==> config.mk <==
export PLATFORM = sky130hd
export DESIGN_NAME = serial_in
export DESIGN_NICKNAME = d
export VERILOG_FILES = /design/src/rtl/serial_in.sv
export SDC_FILE = /design/constraint.sdc
export NUM_CORES = 1
export LEC_CHECK = 0
export BUFFER_PORTS_ARGS = -buffer_cell sky130_fd_sc_hd__buf_4
export CAP_MARGIN = 30
export CORE_ASPECT_RATIO = 1.75
export CORE_MARGIN = 2
export CORE_UTILIZATION = 64
export DETAILED_ROUTE_END_ITERATION = 16
export PLACE_DENSITY = 0.86
export SYNTH_ARGS = -nofsm -noshare
export SYNTH_HDL_FRONTEND = slang
export SYNTH_SLANG_ARGS = --single-unit
==> constraint.sdc <==
create_clock -name clk -period 5.7 [get_ports clk]
set_clock_uncertainty 0.2 [all_clocks]
set_input_delay 0.285 -clock clk [delete_from_list [all_inputs] [get_ports clk]]
set_output_delay 0.285 -clock clk [all_outputs]
set_load 0.01 [all_outputs]
==> src/rtl/serial_in.sv <==
// serial_in: variable-rate serial receiver, LSB first, one/repeat framing.
// Optional SERIAL_IN_MAJORITY_EN: 3-sample majority vote around each sample.
module serial_in #(
  parameter int DATA_BIT    = 32,
  parameter int LOW_FREQ    = 9,
  parameter int HIGH_FREQ   = 3,
  parameter int START_DELAY = 2,
  parameter int GAP         = 1
) (
  input  logic                clk,
  input  logic                rst_n,
  input  logic                i_start,
  input  logic                i_stop,
  input  logic                i_mode,
  input  logic [DATA_BIT-1:0] i_freq_pattern,
  input  logic                i_serial_in,
  output logic [DATA_BIT-1:0] o_data,
  output logic                o_bit_tick,
  output logic                o_done_tick,
  output logic                o_busy
);

  typedef enum logic [1:0] {
    S_IDLE,
    S_WAIT,
    S_RECV,
    S_GAP
  } state_e;

`ifdef SERIAL_IN_MAJORITY_EN
  // vote completes one edge after the centre sample
  localparam int MAJ_OFS = 1;
`else
  localparam int MAJ_OFS = 0;
`endif

  localparam logic [7:0] HI_N = 8'(HIGH_FREQ);
  localparam logic [7:0] LO_N = 8'(LOW_FREQ);
  localparam logic [7:0] HI_CAP =
    8'(HIGH_FREQ - 1 - (HIGH_FREQ - 1) / 2 - MAJ_OFS);
  localparam logic [7:0] LO_CAP =
    8'(LOW_FREQ - 1 - (LOW_FREQ - 1) / 2 - MAJ_OFS);
  localparam logic [7:0] SD_LOAD =
    8'(START_DELAY >= 2 ? START_DELAY - 2 : 0);
  localparam logic [7:0] GAP_LOAD =
    8'(GAP >= 1 ? GAP - 1 : 0);
  localparam logic [5:0] LAST = 6'(DATA_BIT - 1);

  state_e              state_q;
  logic [7:0]          cnt_q;
  logic [5:0]          idx_q;
  logic [DATA_BIT-1:0] freq_q;
  logic [DATA_BIT-1:0] shreg_q;
  logic                bit_q;
  logic [1:0]          hist_q;
  logic [DATA_BIT-1:0] data_q;
  logic                bit_tick_q;
  logic                done_tick_q;
  logic                busy_q;

  logic                cur_f;
  logic                nxt_f;
  logic [7:0]          cap;
  logic                samp;
  logic                bit_now;
  logic [DATA_BIT-1:0] word_d;
  logic [7:0]          first_n;
  logic [7:0]          next_n;
  logic [7:0]          frame0_n;

  // current/next bit rate, sample value and the word with bit k merged
  always_comb begin
    cur_f = 1'b0;
    nxt_f = freq_q[0];
    for (int i = 0; i < DATA_BIT; i++) begin
      if (idx_q == 6'(i)) cur_f = freq_q[i];
    end
    for (int i = 1; i < DATA_BIT; i++) begin
      if (idx_q == 6'(i - 1)) nxt_f = freq_q[i];
    end
    cap = cur_f ? HI_CAP : LO_CAP;
`ifdef SERIAL_IN_MAJORITY_EN
    samp = (hist_q[1] & hist_q[0]) |
           (hist_q[1] & i_serial_in) |
           (hist_q[0] & i_serial_in);
`else
    samp = i_serial_in;
`endif
    bit_now = (cnt_q == cap) ? samp : bit_q;
    word_d = shreg_q;
    for (int i = 0; i < DATA_BIT; i++) begin
      if (idx_q == 6'(i)) word_d[i] = bit_now;
    end
    first_n  = i_freq_pattern[0] ? HI_N : LO_N;
    next_n   = nxt_f ? HI_N : LO_N;
    frame0_n = freq_q[0] ? HI_N : LO_N;
  end

  // receive FSM with registered outputs
  always_ff @(posedge clk or negedge rst_n) begin
    if (!rst_n) begin
      state_q     <= S_IDLE;
      cnt_q       <= '0;
      idx_q       <= '0;
      freq_q      <= '0;
      shreg_q     <= '0;
      bit_q       <= 1'b0;
      hist_q      <= '0;
      data_q      <= '0;
      bit_tick_q  <= 1'b0;
      done_tick_q <= 1'b0;
      busy_q      <= 1'b0;
    end else begin
      bit_tick_q  <= 1'b0;
      done_tick_q <= 1'b0;
      hist_q      <= {hist_q[0], i_serial_in};
      if (i_stop && state_q != S_IDLE) begin
        state_q <= S_IDLE;
        busy_q  <= 1'b0;
      end else if (i_start) begin
        freq_q  <= i_freq_pattern;
        shreg_q <= '0;
        idx_q   <= '0;
        busy_q  <= 1'b1;
        if (START_DELAY == 1) begin
          state_q <= S_RECV;
          cnt_q   <= first_n - 8'd1;
        end else begin
          state_q <= S_WAIT;
          cnt_q   <= SD_LOAD;
        end
      end else begin
        unique case (state_q)
          S_IDLE: ;
          S_WAIT, S_GAP: begin
            if (cnt_q == 8'd0) begin
              state_q <= S_RECV;
              cnt_q   <= frame0_n - 8'd1;
            end else begin
              cnt_q <= cnt_q - 8'd1;
            end
          end
          S_RECV: begin
            if (cnt_q == cap) bit_q <= samp;
            if (cnt_q != 8'd0) begin
              cnt_q <= cnt_q - 8'd1;
            end else begin
              shreg_q    <= word_d;
              bit_tick_q <= 1'b1;
              if (idx_q == LAST) begin
                data_q      <= word_d;
                done_tick_q <= 1'b1;
                idx_q       <= '0;
                shreg_q     <= '0;
                if (i_mode) begin
                  if (GAP == 0) begin
                    state_q <= S_RECV;
                    cnt_q   <= frame0_n - 8'd1;
                  end else begin
                    state_q <= S_GAP;
                    cnt_q   <= GAP_LOAD;
                  end
                end else begin
                  state_q <= S_IDLE;
                  busy_q  <= 1'b0;
                end
              end else begin
                idx_q <= idx_q + 6'd1;
                cnt_q <= next_n - 8'd1;
              end
            end
          end
        endcase
      end
    end
  end

  assign o_data      = data_q;
  assign o_bit_tick  = bit_tick_q;
  assign o_done_tick = done_tick_q;
  assign o_busy      = busy_q;

endmodule
* After elaboration in Yosys (flattened, before gate mapping)
Index checks and enable logic that the tools add are counted.
** Storage, ports and cells
- Register bits :: 116
- Output and inout bits :: 35
- Logic and storage cells :: 212
** Cells by class
- $add $sub $neg :: 4
- Equal/unequal tests :: 42
- Muxes and demuxes :: 135
- Bitwise gates (word level) :: 3
- Reduce and logical (&&, ||, !) cells :: 18
** Operators with widths (count)
- 2-to-1 mux 32 bit :: 4
- 2-to-1 mux 1 bit :: 111
- == test 6 x 5 -> 1 bit, second input constant :: 16
- == test 6 x 4 -> 1 bit, second input constant :: 8
- 2-to-1 mux 8 bit :: 5
- == test 6 x 3 -> 1 bit, second input constant :: 4
- 2-to-1 mux 6 bit :: 4
- one-hot mux 8 bit (2 select lines) :: 1
- == test 6 x 2 -> 1 bit, second input constant :: 2
- 2-to-1 mux 2 bit :: 6
- inequality test 4 bit, second input constant :: 3
- subtractor 4 x 1 -> 5 bit, second input constant :: 2
- AND reduction 3 bit :: 3
- nonzero test 3 bit :: 3
- == test 8 x 3 -> 1 bit :: 1
- zero test 8 bit :: 1
- 2-to-1 mux 4 bit :: 2
- AND reduction 4 bit :: 2
- nonzero test 8 bit :: 1
- subtractor 8 x 1 -> 8 bit, second input constant :: 1
- adder 6 x 1 -> 6 bit, second input constant :: 1
- == test 6 x 1 -> 1 bit, second input constant :: 1
- zero test 6 bit :: 1
- inequality test 5 bit, second input constant :: 1
- 14 further kinds :: 18

* Logic depth before layout (Yosys ltp)
- Depth in word-level cells :: 41
- Depth in mapped cells :: 14
- Gate-level depth less buffers :: 12

* Least setup slack after synthesis
No wires, ideal clock.
- Kind :: register to register
- Start point :: register idx_q[0]
- End point :: register shreg_q[26]
- Arrival time :: 2.578 ns
- Required time :: 5.358 ns
- Path slack :: 2.780 ns
- Cell stages (with the launch flop) :: 13
- Path buffers :: 2
- Clock period less this slack :: 2.920 ns
- Path through :: dfrtp_1 -> inv_1 -> ha_1 -> clkbuf_1 -> o21a_1 -> o31ai_1 -> o311ai_1 -> a211oi_1 -> o211ai_2 -> o211a_1 -> nor3_4 -> buf_4 -> o31ai_2
** Between the ends
- Longest elaborated chain between the ends :: 41
** RTL lines
- start, declared :: line 51 : logic [5:0] idx_q;
- start signal, assigned :: line 168 : idx_q <= idx_q + 6'd1;
- zero test 6 bit :: line 76 : if (idx_q == 6'(i)) cur_f = freq_q[i];
- 2-to-1 mux 1 bit (32 in series) :: line 76
- 2-to-1 mux 3 bit :: line 81 : cap = cur_f ? HI_CAP : LO_CAP;
- == test 8 x 3 -> 1 bit :: line 89 : bit_now = (cnt_q == cap) ? samp : bit_q;
- 2-to-1 mux 1 bit
- 2-to-1 mux 1 bit :: line 92 : if (idx_q == 6'(i)) word_d[i] = bit_now;
- 2-to-1 mux 32 bit * :: line 150 : if (idx_q == LAST) begin
- 2-to-1 mux 32 bit * :: line 145 : if (cnt_q != 8'd0) begin
- 2-to-1 mux 32 bit * :: line 133 : unique case (state_q)
- 2-to-1 mux 32 bit * :: line 120 : end else if (i_start) begin
- end signal, assigned :: line 148 : shreg_q <= word_d;
- end, declared :: line 53 : logic [DATA_BIT-1:0] shreg_q;
Every way passes the cells marked *; elsewhere a longest branch is shown, timed or not. The select of a mux whose other input is x is not followed.
A chain may end at the register's enable or synchronous reset.

* Worst setup path after layout
- Start point :: register idx_q[1]
- End point :: register shreg_q[29]
The elaborated chain is that of the path after synthesis.

==> flow_summary_export.csv <==
group,metric,value,unit
finish,num-nets-final,833,
route,firstDrtPassIters,6,
critical_path,path_class,"flip-flop to flip-flop",
critical_path,reg2reg_depth,11,
placement,gp_congestion,0.9205,
hold_path,whs_path_depth,3,
logic_synthesis,async_flop_share,1.000,
cts,cts_resized,0,
route,ant_nets,0,
logic_synthesis,syn_nets,751,
finish,area_delta_synth_final,23.89,%
floorplan,start_util,0.6526,
logic_synthesis,syn_avg_cell_area,9.078,um2
critical_path,crit_path_max_incr_delay,0.68,ns
logic_synthesis,syn_inst,708,
logic_synthesis,netlist-cell-type-count,78,
timing,layout_setup_ws,1.523,ns
placement,dp_hpwl,11340,um
critical_path,required,5.78,ns
logic_synthesis,yosysTopAreaCell,"dfrtp_1",
timing,setup_violations,0,
placement,pre_cts_ws,1.656,ns
pwr,p_per_area,338.8,mW/mm2
run,cap_violations,0,
floorplan,rows,48,
timing,slew_headroom,0.3848,
logic_synthesis,synth_edf_count,0,
critical_path,path_cells,"inv_1, ha_1, nor3b_2, nand2_1, o311ai_1, a211oi_1, o211ai_2, mux2i_1, nor3_4, buf_4, o41ai_1",
critical_path,start_kind,"flip-flop",
cts,path_clk_slew,0.06,ns
hold_path,min_path_type,"input pin to flip-flop",
placement,io_buffers,72,
cts,clock-root-buffer,"clkbuf_16",
critical_path,critPathMaxFanout,33,
logic_synthesis,ys_seq_area_frac,0.4477,
global_routing,grt_max_degree,71,
cts,h-tree-depth,4,
critical_path,crit_buf_inv,2,
outcome,outcome,"finished, final reports clean",
pwr,power.total,2.698,mW
logic_synthesis,synthTopCellsByArea,"dfrtp_1, nand2_1, o21ai_0, mux2_2, a21oi_1",
cts,clockBufferDepth,2,
route,initialDrtViolationCount,631,
route,vias,5963,
floorplan,dieArea,0.01089,mm2
critical_path,endpoint_kind,"flip-flop",
finish,drive_above_1_share,0.2207,
global_routing,antenna_found_initial,0,
timing,clock.fmax,0.2394,GHz
floorplan,die_w,79.76,um
global_routing,grt_use_total,0.3421,
critical_path,slowest_stage,"ha_1",
route,vias_per_cell,6.433,
logic_synthesis,syn_area,0.006427,mm2
cts,cts_tree,"yes",
cts,clock_latency,0.42,ns
timing,tightest_slew,0.9196,ns
timing,rsz0062_at_grt,"false",
logic_synthesis,yosys_warnings,0,
cts,post_cts.repair.setup_buffers,0,
route,drt-total-wl,17720,um
floorplan,pin_count,73,
global_routing,grt_pass1_wl,28940,um
pwr,vdd_drop_max,0.3101,mV
cts,cts_hold_buf,34,
global_routing,grt_pass1_vias,5941,
timing,period_share,0.7328,
critical_path,crit_family,"compound AO/OA/AOI/OAI gates",
timing,drv_slew,0,
timing,fin_crit,4.177,ns
critical_path,cp_num_cells,11,
logic_synthesis,ys.flop_type,"dfrtp_1",
logic_synthesis,yosysTopAreaCellShare,0.4477,
pwr,leakagePower,3.417,nW
floorplan,die_y,136.6,um
cts,cts.sinks,115,
critical_path,worstPathArrival,4.25,ns
timing,fin_setup_tns,0,ns
logic_synthesis,synth-seq-cells,115,
global_routing,overflow,0,
cts,cts_inserted_buffers,17,
route,drc,0,
timing,hold_viol_final,0,
finish,antenna_cells,0,
floorplan,core-area,0.009849,mm2
route,wl_per_cell,19.11,um
[final cells by class]
| cell class | count | area [um2] |
|---|---|---|
| clock inverters | 8 | 172.7 |
| fillers | 627 | 1887 |
| multi-input cells | 519 | 3197 |
| inverters | 16 | 60.06 |
| repair buffers | 121 | 1011 |
| clock buffers | 23 | 488.0 |
| flip-flops and latches | 115 | 2878 |
| well taps | 125 | 156.4 |
[final timing paths]
kind | from | endpoint | slack (ns)
worst max-delay path | idx_q[1]$_DFFE_PN0P_ | shreg_q[29]$_DFFE_PN0P_ | 1.52
min in group asynchronous | rst_n | o_data[29]$_DFFE_PN0P_ | 0.22
worst min register to register | o_data[1]$_DFFE_PN0P_ | o_data[1]$_DFFE_PN0P_ | 0.28
max in group asynchronous | rst_n | idx_q[2]$_DFFE_PN0P_ | 3.77
worst max register to register | idx_q[1]$_DFFE_PN0P_ | shreg_q[29]$_DFFE_PN0P_ | 1.52
worst min-delay path | i_mode | state_q[0]$_DFFE_PN0P_ | 0.006
[metal layers]
metal  global-route usage  part of all wire  up-vias
met1               0.3989              0.38     2880
met3              0.05805             0.053       63
met4               0.1610             0.038        0
li1                     -                 -     2721
met2               0.6046              0.53      299
met5                    0                 0        -
[registers in the layout, summed over array words and instances (netlist names), 2 cells and up]
name	count
cnt_q	8
freq_q	32
idx_q	6
o_data	32
shreg_q	31
state_q	2
[cell families (layout without fill, tap and decap cells)]
family                     after synthesis  count (layout)  synth area share
AOI/OAI and AO/OA                      242             242            0.2414
adders and majority gates                5               5          0.009733
DFF                                    115             115            0.4477
xor gates and xnor gates                 1               1          0.001363
buffers and inverters                   74             168           0.05489
and+or+nand+nor                        238             238            0.1873
muxes                                   33              33           0.05762
[layout by cell type, fill, tap and decap left out, types with 6 or more instances in the layout]
cell type / Yosys / layout
inv_1: 16 / 16
clkbuf_16: 0 / 17
nand3_1: 14 / 14
o21ai_0: 85 / 85
buf_4: 7 / 85
nor2b_1: 11 / 11
o31ai_2: 12 / 12
dfrtp_1: 115 / 115
o21ai_1: 6 / 6
nor3_1: 15 / 15
dlygate4sd3_1: 0 / 34
mux2_2: 32 / 32
o31ai_1: 22 / 22
nor2_1: 26 / 26
a21oi_1: 62 / 62
nand2_1: 120 / 120
nand3b_1: 7 / 7
and2_1: 8 / 8
[synthesized netlist by cell type, types with 5 or more instances]
| cell type | count |
|---|---|
| a21oi_1 | 62 |
| and2_1 | 8 |
| buf_1 | 8 |
| buf_2 | 9 |
| buf_4 | 7 |
| buf_6 | 5 |
| clkbuf_1 | 29 |
| dfrtp_1 | 115 |
| ha_1 | 5 |
| inv_1 | 16 |
| mux2_2 | 32 |
| nand2_1 | 120 |
| nand3_1 | 14 |
| nand3b_1 | 7 |
| nand4_1 | 5 |
| nor2_1 | 26 |
| nor2b_1 | 11 |
| nor3_1 | 15 |
| o21ai_0 | 85 |
| o21ai_1 | 6 |
| o31ai_1 | 22 |
| o31ai_2 | 12 |
[worst reg2reg max path: stages (launching register included)]
cell	delay [ns]
dfrtp_1	0.44
inv_1	0.12
ha_1	0.68
nor3b_2	0.50
nand2_1	0.17
o311ai_1	0.28
a211oi_1	0.13
o211ai_2	0.32
mux2i_1	0.38
nor3_4	0.08
buf_4	0.27
o41ai_1	0.47
[per-stage QoR]
stage / utilization / hold WS, ns / std cells / cell area [um2]
2_1_floorplan: - / -0.2106 / 708 / 6427
3_3_place_gp: 0.7027 / 0.1264 / 859 / 6922
3_5_place_dp: 0.7068 / 0.1348 / 862 / 6962
4_1_cts: 0.8084 / 0.002141 / 927 / 7963
5_1_grt: 0.8084 / 0.01080 / 927 / 7963
6_report: 0.8084 / 0.005741 / 927 / 7963
[report_power, final]
group | total, mW | internal (mW) | switching (mW)
Combinational | 0.504 | 0.216 | 0.287
Sequential | 1.00 | 0.901 | 0.101
Clock | 1.19 | 0.820 | 0.372
Total | 2.70 | 1.94 | 0.761
(Power assumes the default switching activity.)
